**src/rtl/zx_keyboard.sv**
```systemverilog
// zx_keyboard -- PS/2 set-2 keyboard to ZX Spectrum 8x5 key matrix.
//
// Receives PS/2 frames (device-to-host only) and keeps the Spectrum key matrix.
// It answers the input side of port 0xFE: the column bits for the rows
// selected (active low) by A[15:8].
//
// Ports:
//   clock       system clock (25 MHz, shared with CPU/ULA)
//   reset_n     asynchronous reset, active low
//   ps2_clk     PS/2 clock line (asynchronous)
//   ps2_dat     PS/2 data line (asynchronous)
//   addr_hi     Z80 A[15:8]; bit r low selects matrix row r
//   keys        active-low column bits D[4:0] for the IN result
//   scan_valid  one-cycle strobe for each good frame
//   scan_code   last good byte, held until the next good frame
//
// Optional build macro: ZX_CURSOR_KEYS_EN. When it is defined, the cursor keys
// (E0 6B/72/75/74) and backspace (66) act as CAPS+5/6/7/8/0.
module zx_keyboard #(
  parameter int FILTER_LEN = 8,
  parameter int TIMEOUT    = 2500
) (
  input  logic       clock,
  input  logic       reset_n,
  input  logic       ps2_clk,
  input  logic       ps2_dat,
  input  logic [7:0] addr_hi,
  output logic [4:0] keys,
  output logic       scan_valid,
  output logic [7:0] scan_code
);

  localparam int FW = $clog2(FILTER_LEN + 1);
  localparam int TW = $clog2(TIMEOUT + 1);

  typedef enum logic [1:0] {S_IDLE, S_DATA, S_PARITY, S_STOP} state_t;

  // Location of one key in the matrix.
  typedef struct packed {
    logic       hit;
    logic [2:0] row;
    logic [2:0] col;
  } key_t;

  // ---------------- synchronizers + clock filter ----------------
  logic [1:0]    clk_sync_q, dat_sync_q;
  logic          s_clk, s_dat;
  logic [FW-1:0] flt_cnt_q, flt_cnt_d;
  logic          flt_q, flt_d, fall;

  assign s_clk = clk_sync_q[1];
  assign s_dat = dat_sync_q[1];

  // The filtered level flips only after FILTER_LEN consecutive samples that
  // differ from it. fall marks the cycle in which it drops from 1 to 0.
  always_comb begin
    flt_d     = flt_q;
    flt_cnt_d = '0;
    fall      = 1'b0;
    if (s_clk != flt_q) begin
      if (flt_cnt_q == FW'(FILTER_LEN - 1)) begin
        flt_d = s_clk;
        fall  = ~s_clk;
      end else begin
        flt_cnt_d = flt_cnt_q + 1'b1;
      end
    end
  end

  always_ff @(posedge clock or negedge reset_n) begin
    if (!reset_n) begin
      clk_sync_q <= 2'b11;
      dat_sync_q <= 2'b11;
      flt_q      <= 1'b1;
      flt_cnt_q  <= '0;
    end else begin
      clk_sync_q <= {clk_sync_q[0], ps2_clk};
      dat_sync_q <= {dat_sync_q[0], ps2_dat};
      flt_q      <= flt_d;
      flt_cnt_q  <= flt_cnt_d;
    end
  end

  // ---------------- frame receiver ----------------
  state_t        state_q, state_d;
  logic [2:0]    bit_cnt_q, bit_cnt_d;
  logic [7:0]    shift_q, shift_d;
  logic          par_q, par_d;
  logic [TW-1:0] to_cnt_q, to_cnt_d;
  logic          good;
  logic          scan_valid_q;
  logic [7:0]    scan_code_q;

  always_comb begin
    state_d   = state_q;
    bit_cnt_d = bit_cnt_q;
    shift_d   = shift_q;
    par_d     = par_q;
    good      = 1'b0;
    // The timeout counter runs only inside a frame and restarts on every edge.
    if (state_q == S_IDLE || fall) to_cnt_d = '0;
    else                           to_cnt_d = to_cnt_q + 1'b1;

    case (state_q)
      S_IDLE:   if (fall && !s_dat) begin
                  state_d   = S_DATA;
                  bit_cnt_d = '0;
                end
      S_DATA:   if (fall) begin
                  shift_d   = {s_dat, shift_q[7:1]};  // LSB arrives first
                  bit_cnt_d = bit_cnt_q + 1'b1;
                  if (bit_cnt_q == 3'd7) state_d = S_PARITY;
                end
      S_PARITY: if (fall) begin
                  par_d   = s_dat;
                  state_d = S_STOP;
                end
      S_STOP:   if (fall) begin
                  // Odd parity over data and parity, plus a high stop bit.
                  good    = s_dat & (^{shift_q, par_q});
                  state_d = S_IDLE;
                end
      default:  state_d = S_IDLE;
    endcase

    if (state_q != S_IDLE && !fall && to_cnt_q == TW'(TIMEOUT - 1))
      state_d = S_IDLE;
  end

  always_ff @(posedge clock or negedge reset_n) begin
    if (!reset_n) begin
      state_q      <= S_IDLE;
      bit_cnt_q    <= '0;
      shift_q      <= '0;
      par_q        <= 1'b0;
      to_cnt_q     <= '0;
      scan_valid_q <= 1'b0;
      scan_code_q  <= '0;
    end else begin
      state_q      <= state_d;
      bit_cnt_q    <= bit_cnt_d;
      shift_q      <= shift_d;
      par_q        <= par_d;
      to_cnt_q     <= to_cnt_d;
      scan_valid_q <= good;
      if (good) scan_code_q <= shift_q;
    end
  end

  assign scan_valid = scan_valid_q;
  assign scan_code  = scan_code_q;

  // ---------------- scancode decoder ----------------
  function automatic key_t map_key(input logic [7:0] c);
    key_t k;
    case (c)
      8'h12: k = {1'b1, 3'd0, 3'd0};  8'h1A: k = {1'b1, 3'd0, 3'd1};
      8'h22: k = {1'b1, 3'd0, 3'd2};  8'h21: k = {1'b1, 3'd0, 3'd3};
      8'h2A: k = {1'b1, 3'd0, 3'd4};
      8'h1C: k = {1'b1, 3'd1, 3'd0};  8'h1B: k = {1'b1, 3'd1, 3'd1};
      8'h23: k = {1'b1, 3'd1, 3'd2};  8'h2B: k = {1'b1, 3'd1, 3'd3};
      8'h34: k = {1'b1, 3'd1, 3'd4};
      8'h15: k = {1'b1, 3'd2, 3'd0};  8'h1D: k = {1'b1, 3'd2, 3'd1};
      8'h24: k = {1'b1, 3'd2, 3'd2};  8'h2D: k = {1'b1, 3'd2, 3'd3};
      8'h2C: k = {1'b1, 3'd2, 3'd4};
      8'h16: k = {1'b1, 3'd3, 3'd0};  8'h1E: k = {1'b1, 3'd3, 3'd1};
      8'h26: k = {1'b1, 3'd3, 3'd2};  8'h25: k = {1'b1, 3'd3, 3'd3};
      8'h2E: k = {1'b1, 3'd3, 3'd4};
      8'h45: k = {1'b1, 3'd4, 3'd0};  8'h46: k = {1'b1, 3'd4, 3'd1};
      8'h3E: k = {1'b1, 3'd4, 3'd2};  8'h3D: k = {1'b1, 3'd4, 3'd3};
      8'h36: k = {1'b1, 3'd4, 3'd4};
      8'h4D: k = {1'b1, 3'd5, 3'd0};  8'h44: k = {1'b1, 3'd5, 3'd1};
      8'h43: k = {1'b1, 3'd5, 3'd2};  8'h3C: k = {1'b1, 3'd5, 3'd3};
      8'h35: k = {1'b1, 3'd5, 3'd4};
      8'h5A: k = {1'b1, 3'd6, 3'd0};  8'h4B: k = {1'b1, 3'd6, 3'd1};
      8'h42: k = {1'b1, 3'd6, 3'd2};  8'h3B: k = {1'b1, 3'd6, 3'd3};
      8'h33: k = {1'b1, 3'd6, 3'd4};
      8'h29: k = {1'b1, 3'd7, 3'd0};  8'h59: k = {1'b1, 3'd7, 3'd1};
      8'h3A: k = {1'b1, 3'd7, 3'd2};  8'h31: k = {1'b1, 3'd7, 3'd3};
      8'h32: k = {1'b1, 3'd7, 3'd4};
      default: k = '0;
    endcase
    return k;
  endfunction

  logic [7:0][4:0] matrix_q, matrix_d;  // 0 = pressed
  logic            ext_q, ext_d, brk_q, brk_d;
  logic [4:0]      virt_q, virt_d;      // 1 = held: left, down, up, right, bksp
  logic [7:0][4:0] eff;
  key_t            kinfo;

  assign kinfo = map_key(scan_code_q);

  // Works off the registered strobe, so a read in the same cycle still sees
  // the previous matrix.
  always_comb begin
    matrix_d = matrix_q;
    ext_d    = ext_q;
    brk_d    = brk_q;
    virt_d   = virt_q;
    if (scan_valid_q) begin
      if (scan_code_q == 8'hE0) begin
        ext_d = 1'b1;
      end else if (scan_code_q == 8'hF0) begin
        brk_d = 1'b1;
      end else begin
        ext_d = 1'b0;
        brk_d = 1'b0;
        if (scan_code_q == 8'h00 || scan_code_q == 8'hFF) begin
          matrix_d = '1;
          virt_d   = '0;
        end else if (!ext_q && kinfo.hit) begin
          matrix_d[kinfo.row][kinfo.col] = brk_q;
        end
`ifdef ZX_CURSOR_KEYS_EN
        case ({ext_q, scan_code_q})
          9'h16B:  virt_d[0] = ~brk_q;
          9'h172:  virt_d[1] = ~brk_q;
          9'h175:  virt_d[2] = ~brk_q;
          9'h174:  virt_d[3] = ~brk_q;
          9'h066:  virt_d[4] = ~brk_q;
          default: ;
        endcase
`endif
      end
    end
  end

  always_ff @(posedge clock or negedge reset_n) begin
    if (!reset_n) begin
      matrix_q <= '1;
      ext_q    <= 1'b0;
      brk_q    <= 1'b0;
      virt_q   <= '0;
    end else begin
      matrix_q <= matrix_d;
      ext_q    <= ext_d;
      brk_q    <= brk_d;
      virt_q   <= virt_d;
    end
  end

  // Virtual keys overlay the physical matrix; each has its own held bit, so
  // releasing one never releases a physically held key.
  always_comb begin
    eff = matrix_q;
`ifdef ZX_CURSOR_KEYS_EN
    eff[3][4] = matrix_q[3][4] & ~virt_q[0];
    eff[4][4] = matrix_q[4][4] & ~virt_q[1];
    eff[4][3] = matrix_q[4][3] & ~virt_q[2];
    eff[4][2] = matrix_q[4][2] & ~virt_q[3];
    eff[4][0] = matrix_q[4][0] & ~virt_q[4];
    eff[0][0] = matrix_q[0][0] & ~(|virt_q);
`endif
  end

  // ---------------- read path ----------------
  always_comb begin
    keys = 5'h1F;
    for (int r = 0; r < 8; r++)
      if (!addr_hi[r]) keys = keys & eff[r];
  end

endmodule

```
**config.mk**
```make
export PLATFORM = sky130hd
export DESIGN_NAME = zx_keyboard
export DESIGN_NICKNAME = d
export VERILOG_FILES = /design/src/rtl/zx_keyboard.sv
export SDC_FILE = /design/constraint.sdc
export NUM_CORES = 1
export LEC_CHECK = 0
export CELL_PAD_IN_SITES_DETAIL_PLACEMENT = 1
export CELL_PAD_IN_SITES_GLOBAL_PLACEMENT = 2
export CORE_UTILIZATION = 39
export DETAILED_ROUTE_END_ITERATION = 8
export PLACE_DENSITY_LB_ADDON = 0.1
export SYNTH_ARGS = -nofsm -noshare
export SYNTH_HDL_FRONTEND = slang
export SYNTH_SLANG_ARGS = --single-unit
```
**constraint.sdc**
```tcl
create_clock -name clock -period 3.9 [get_ports clock]
set_input_delay 0.39 -clock clock [delete_from_list [all_inputs] [get_ports clock]]
set_output_delay 0.39 -clock clock [all_outputs]
set_load 0.02 [all_outputs]
```
* Yosys cells after proc, flatten, opt, wreduce, memory -nomap -nowiden *
Memory sizes are Yosys's and may differ from the RTL's.
Cells that the tools add are included.

cells by class
  muxes and demuxes = 36
  bitwise logic cells = 11
  $add $sub $neg = 3
  reductions and logical operators = 25
  equality and inequality tests = 18
  order comparisons = 4

operator list
  kind                                                                                 number
  40-bit 2-to-1 mux                                                                    2
  5-bit 2-to-1 mux                                                                     9
  40-bit bitwise mux                                                                   1
  5-bit bitwise AND                                                                    7
  8-bit == test, second input constant                                                 3
  5-bit demux with 3-bit select                                                        1
  12-bit by 1-bit adder with 12-bit output, second input constant                      1
  12-bit == test, second input constant                                                1
  12-bit 2-to-1 mux                                                                    1
  2-bit 2-to-1 mux                                                                     6
  3-bit inequality test, second input constant                                         4
  2-bit AND reduction                                                                  5
  9-bit XOR reduction                                                                  1
  8-bit logical NOT                                                                    1
  3-bit by 4-bit less-than comparator with 1-bit output, second input constant         2
  1-bit 2-to-1 mux                                                                     8
  4-bit 2-to-1 mux                                                                     2
  2-bit one-hot mux with 4 select lines                                                1
  7-bit 2-to-1 mux                                                                     1
  3-bit by 1-bit greater-or-equal comparator with 1-bit output, second input constant  2
  1-bit logical AND                                                                    6
  3-bit 2-to-1 mux                                                                     2
  3-bit one-hot mux with 2 select lines                                                1
  2-bit nonzero test                                                                   3
  19 further kinds                                                                     26

word-level totals
  input port bits = 12
  logic and storage cells = 119
  register bits after elaboration = 86
  output and inout port bits = 14
  memories = 1
  ROM bits = 896

memories
  name              words  width  rd ports  clocked after memory_dff  write ports  line  source
  (name not given)  128    7      1         0                         0            156   case (c)

* Longest topological paths before layout *
  depth after elaboration = 15
  depth in mapped cells = 12
  depth with buffers taken out = 9

* Worst setup path before layout *
Ideal clock, no wire load.

  path type = reg-to-reg
  start = register scan_code_q[1] (netlist: scan_code[1])
  end = register matrix_q, in the netlist eff[1]
  required time = 3.809 ns
  period minus slack after synthesis = 2.867 ns
  path buffers = 2
  cell stages (with the launch flop) = 12
  setup time = 0.091 ns
  arrival time = 2.776 ns
  slack = 1.033 ns
  cells stage by stage = dfrtp_1 -> clkbuf_1 -> inv_1 -> ha_1 -> nand3b_4 -> a211oi_2 -> a21oi_2 -> o31ai_4 -> nand2_2 -> buf_2 -> o32ai_1 -> o41ai_1

on the way
  cells in the longest elaborated chain, start to end = 11
  elaborated cells between the ends (all ways) = 25
  classes of those cells = order compare (4); eq/ne (3); mux (8); bitwise (2); reduce/logical (7); memory (1)

ends and longest elaborated chain
  what                                                                                                                                                                line  source
  from (decl)                                                                                                                                                         92    logic [7:0] scan_code_q;
  from (signal assigned)                                                                                                                                              146   if (good) scan_code_q <= shift_q;
  memory 128 x 7 bit                                                                                                                                                  n/a
  7-bit 2-to-1 mux                                                                                                                                                    156
  3-bit by 4-bit less-than comparator with 1-bit output (not written as such) / 3-bit by 1-bit greater-or-equal comparator with 1-bit output (equally long branches)  213   matrix_d[kinfo.row][kinfo.col] = brk_q;
  1-bit logical AND (not written as such)                                                                                                                             213
  1-bit 2-to-1 mux (not written as such)                                                                                                                              213
  1-bit demux with 3-bit select                                                                                                                                       213
  5-bit 2-to-1 mux (not written as such)                                                                                                                              213
  5-bit demux with 3-bit select                                                                                                                                       213
  40-bit bitwise mux                                                                                                                                                  213
  40-bit 2-to-1 mux                                                                                                                                                   212   end else if (!ext_q && kinfo.hit) begin
  40-bit 2-to-1 mux                                                                                                                                                   209   if (scan_code_q == 8'h00 || scan_code_q == 8'hFF) begin
  to (signal assigned)                                                                                                                                                236   matrix_q <= matrix_d;
  to (decl)                                                                                                                                                           186   logic [7:0][4:0] matrix_q, matrix_d;

Parallel ways exist; a longest one is shown, timed or not. The select of a mux whose other input is x is not followed.
A chain may end at the register's enable or synchronous reset.

* Worst setup path in the final report *
  start = register scan_code_q[1] (netlist: scan_code[1])
  end = register matrix_q, in the netlist eff[25]

The elaborated chain is that of the path after synthesis.

==> results.json <==
{
  "cts_buffers": 9,
  "worstPathCellList": "inv_1, ha_1, mux2_2, o21ai_0, a211o_1, o21ai_0, nand4_1, o31ai_1",
  "worst_slack_ns": 0.627,
  "cts.sinks": 86,
  "finalCriticalPeriod_ns": 3.27,
  "seq_power_share_pct": 46.2,
  "cts_tree": "done",
  "ys_seq_area_share_pct": 42.6,
  "max_freq_ghz": 0.306,
  "fin_nets": 561,
  "via_count": 4183,
  "final_antenna_net_count": 0,
  "io_buffers": 25,
  "routed_wl_um": 14200,
  "holdBufCountCts": 0,
  "tns_ns": 0,
  "fp.dieW_um": 117,
  "totalPowerFinal_mw": 2.15,
  "combPwrFrac_pct": 12.6,
  "seq_area_um2": 2210,
  "cts_resized": 0,
  "required_ns": 4.15,
  "grt_max_degree": 41,
  "final_cell_count_no_fill": 711,
  "dp_slack_ns": 0.673,
  "ys_seq_elements": 86,
  "worst_path_largest_cell_delay_ns": 0.59,
  "crit_path_max_fanout": 14,
  "rsz0062_at_grt": "false",
  "fin_skew_ns": 0.00604,
  "swShare_pct": 27.3,
  "synth-edff-count": 0,
  "maxSlewHeadroom_pct": 40.3,
  "synthesis.instances": 526,
  "max-clock-path-buffers": 2,
  "power.density_nw_per_um2": 370,
  "grt_pass1_vias": 4359,
  "gp_congestion": 0.866,
  "leakagePower_nw": 2.38,
  "syn_nets": 553,
  "p_clk_share_pct": 41.3,
  "p_int_mw": 1.56,
  "nFillCells": 1408,
  "dpl.hpwl_um": 9890,
  "drive_gt1_share_pct": 18.9,
  "wl_per_cell_um": 19.9,
  "path_clk_slew_ns": 0.07,
  "status": "complete, no violations",
  "syn_area_um2": 5180,
  "overflow": 0,
  "cts-root-buf": "clkbuf_16",
  "grt_pass1_wl_um": 23600,
  "finalHoldViolations": 0,
  "report.final.slew_viol_count": 0,
  "first_pass_iters": 4,
  "drt_iter0_drc": 245,
  "area.growth.synth_to_final_pct": 12.2,
  "worstMarginPinSlew_ns": 0.895,
  "ir_drop_v": 0.000342,
  "drc": 0,
  "grtUsageTotal_pct": 22.6,
  "dieHeight_um": 117,
  "core-area_um2": 12800,
  "syn_avg_cell_area_um2": 9.85,
  "ys_types": 64,
  "dieArea_um2": 13700,
  "postCtsSetupBuffers": 0,
  "worstSetupPathType": "reg -> reg",
  "synth_warnings": 0,
  "worst_path_most_repeated_cell": "o21ai_0",
  "antenna_found_initial": 0,
  "routed_via_density": 5.88,
  "dp_cells": 695,
  "cp_data_arrival_time_ns": 3.53,
  "insertion_delay_ns": 0.34,
  "max_cap_violations": 0,
  "setup_viol": 0,
  "rows": 41,
  "end_kind": "flip-flop",
  "diodes": 0,
  "cp-start-kind": "flip-flop",
  "slowest_stage": "dfrtp_1",
  "io_pins": 26,
  "finalCritPeriodShare_pct": 83.9,
  "async_reset_ff_share_pct": 100,
  "h-tree-depth": 3,
  "multiInputGateArea_um2": 2730,
  "start_util_pct": 40.5,
  "hp-class": "in -> async",
  "ys.flop_type": "dfstp_2",
  "switchingPower_mw": 0.588
}
[power by group through the flow]
stage / Sequential, mW / Clock [mW] / Combinational (mW)
final: 0.993 / 0.888 / 0.270
after global routing: 1.00 / 0.951 / 0.319
after CTS: 0.994 / 0.917 / 0.277
after detailed placement: 1.01 / 0 / 0.276
after global placement: 1.00 / 0 / 0.263
after floorplan: 0.994 / 0 / 0.186
[state kept, by name, indices dropped and copies added, names as in the netlist]
signal	count
clk_sync_q	2
bit_cnt_q	3
par_q	1
brk_q	1
flt_q	1
shift_q	8
scan_code	8
scan_valid	1
dat_sync_q	2
to_cnt_q	12
eff	40
flt_cnt_q	4
state_q	2
ext_q	1
[worst paths after layout]
check,to,startpoint,slack [ns],cells past startpoint
min in group clock,clk_sync_q[1],clk_sync_q[0],0.36,0
worst max-delay path,eff[25],scan_code[1],0.63,8
worst min register to register,clk_sync_q[1],clk_sync_q[0],0.36,0
worst max register to register,eff[25],scan_code[1],0.63,8
max in group asynchronous,eff[5],reset_n,3.01,2
worst min-delay path,scan_code[1],reset_n,0.03,1
[Yosys cell counts (3+ instances only)]
| library cell | n | share of area, % |
|---|---|---|
| nor2_1 | 54 | 3.9 |
| dfstp_2 | 45 | 23 |
| dfrtp_1 | 41 | 20 |
| o22ai_1 | 29 | 3.5 |
| mux2i_1 | 27 | 5.2 |
| nand2_1 | 23 | 1.7 |
| nand3_1 | 23 | 2.2 |
| o21ai_0 | 19 | 1.8 |
| clkbuf_1 | 18 | 1.3 |
| ha_1 | 15 | 3.6 |
| inv_1 | 13 | 0.94 |
| xnor2_1 | 13 | 2.2 |
| a21oi_1 | 12 | 1.2 |
| mux2_2 | 12 | 2.6 |
| nand2b_1 | 11 | 1.3 |
| and3_1 | 10 | 1.2 |
| nor3_1 | 10 | 0.97 |
| o31ai_1 | 10 | 1.4 |
| buf_2 | 9 | 0.87 |
| nor2b_1 | 9 | 1.1 |
| xor2_1 | 8 | 1.4 |
| nor4_1 | 7 | 0.85 |
| and2_1 | 6 | 0.72 |
| buf_6 | 6 | 1.3 |
| nand3b_1 | 6 | 0.87 |
| nand4_1 | 6 | 0.72 |
| a211oi_1 | 5 | 0.72 |
| a31oi_1 | 5 | 0.60 |
| a32oi_1 | 5 | 0.85 |
| a41oi_1 | 5 | 0.85 |
| a311oi_1 | 4 | 0.68 |
| o211ai_1 | 4 | 0.58 |
| o32ai_1 | 4 | 0.68 |
| o41ai_1 | 4 | 0.68 |
| a211o_1 | 3 | 0.51 |
| a22o_1 | 3 | 0.51 |
| and3b_1 | 3 | 0.51 |
| nor3_2 | 3 | 0.58 |
[metal layers]
metal | track usage [%] | part of all wire [%]
met1 | 31.5 | 49
met2 | 36.7 | 48
met3 | 3.14 | 2.3
met4 | 6.33 | 1.3
met5 | 0 | 0
[critical path: cells and delay by family, from the launching register on]
kind	cells	cell delay [ns]
AOI/OAI and AO/OA	4	1.33
DFF	1	0.59
adders and majority gates	1	0.46
and+or+nand+nor	1	0.41
muxes	1	0.21
buffers and inverters	1	0.17
[area by class of cell]
cell class,instances,share of cell area (%)
clock buffer,9,3.88
clock inverter,7,1.38
inverter,13,0.840
multi-input combinational,392,47.0
sequential,86,38.0
tap,172,3.70
timing repair buffer,32,5.17
[layout by cell type (no fill, tap or decap), types with 11 or more instances in the layout]
master	Yosys	routed
nor2_1	54	53
clkdlybuf4s50_1	0	24
o21ai_0	19	19
o22ai_1	29	29
mux2i_1	27	27
nand2b_1	11	11
nand3_1	23	23
a21oi_1	12	12
inv_1	13	13
ha_1	15	15
xnor2_1	13	13
dfstp_2	45	45
nand2_1	23	23
dfrtp_1	41	41
mux2_2	12	12
[stage by stage]
step	instance area (um^2)	util, %	hold WS [ns]
after floorplan	5180	-	0.0944
after global placement	5510	43.1	0.347
after detailed placement	5510	43.1	0.349
after CTS	5810	45.5	0.0435
after global routing	5810	45.5	0.0625
final	5810	45.5	0.0297
[cells by family after synthesis]
group,Yosys count,synth area share (%)
mux,39,7.83
flops,86,42.6
buf+inv,48,4.71
fa+ha+maj,15,3.62
compound gates,129,17.8
simple gates,188,19.8
xor+xnor,21,3.55
Power figures use the tool's default switching activity.
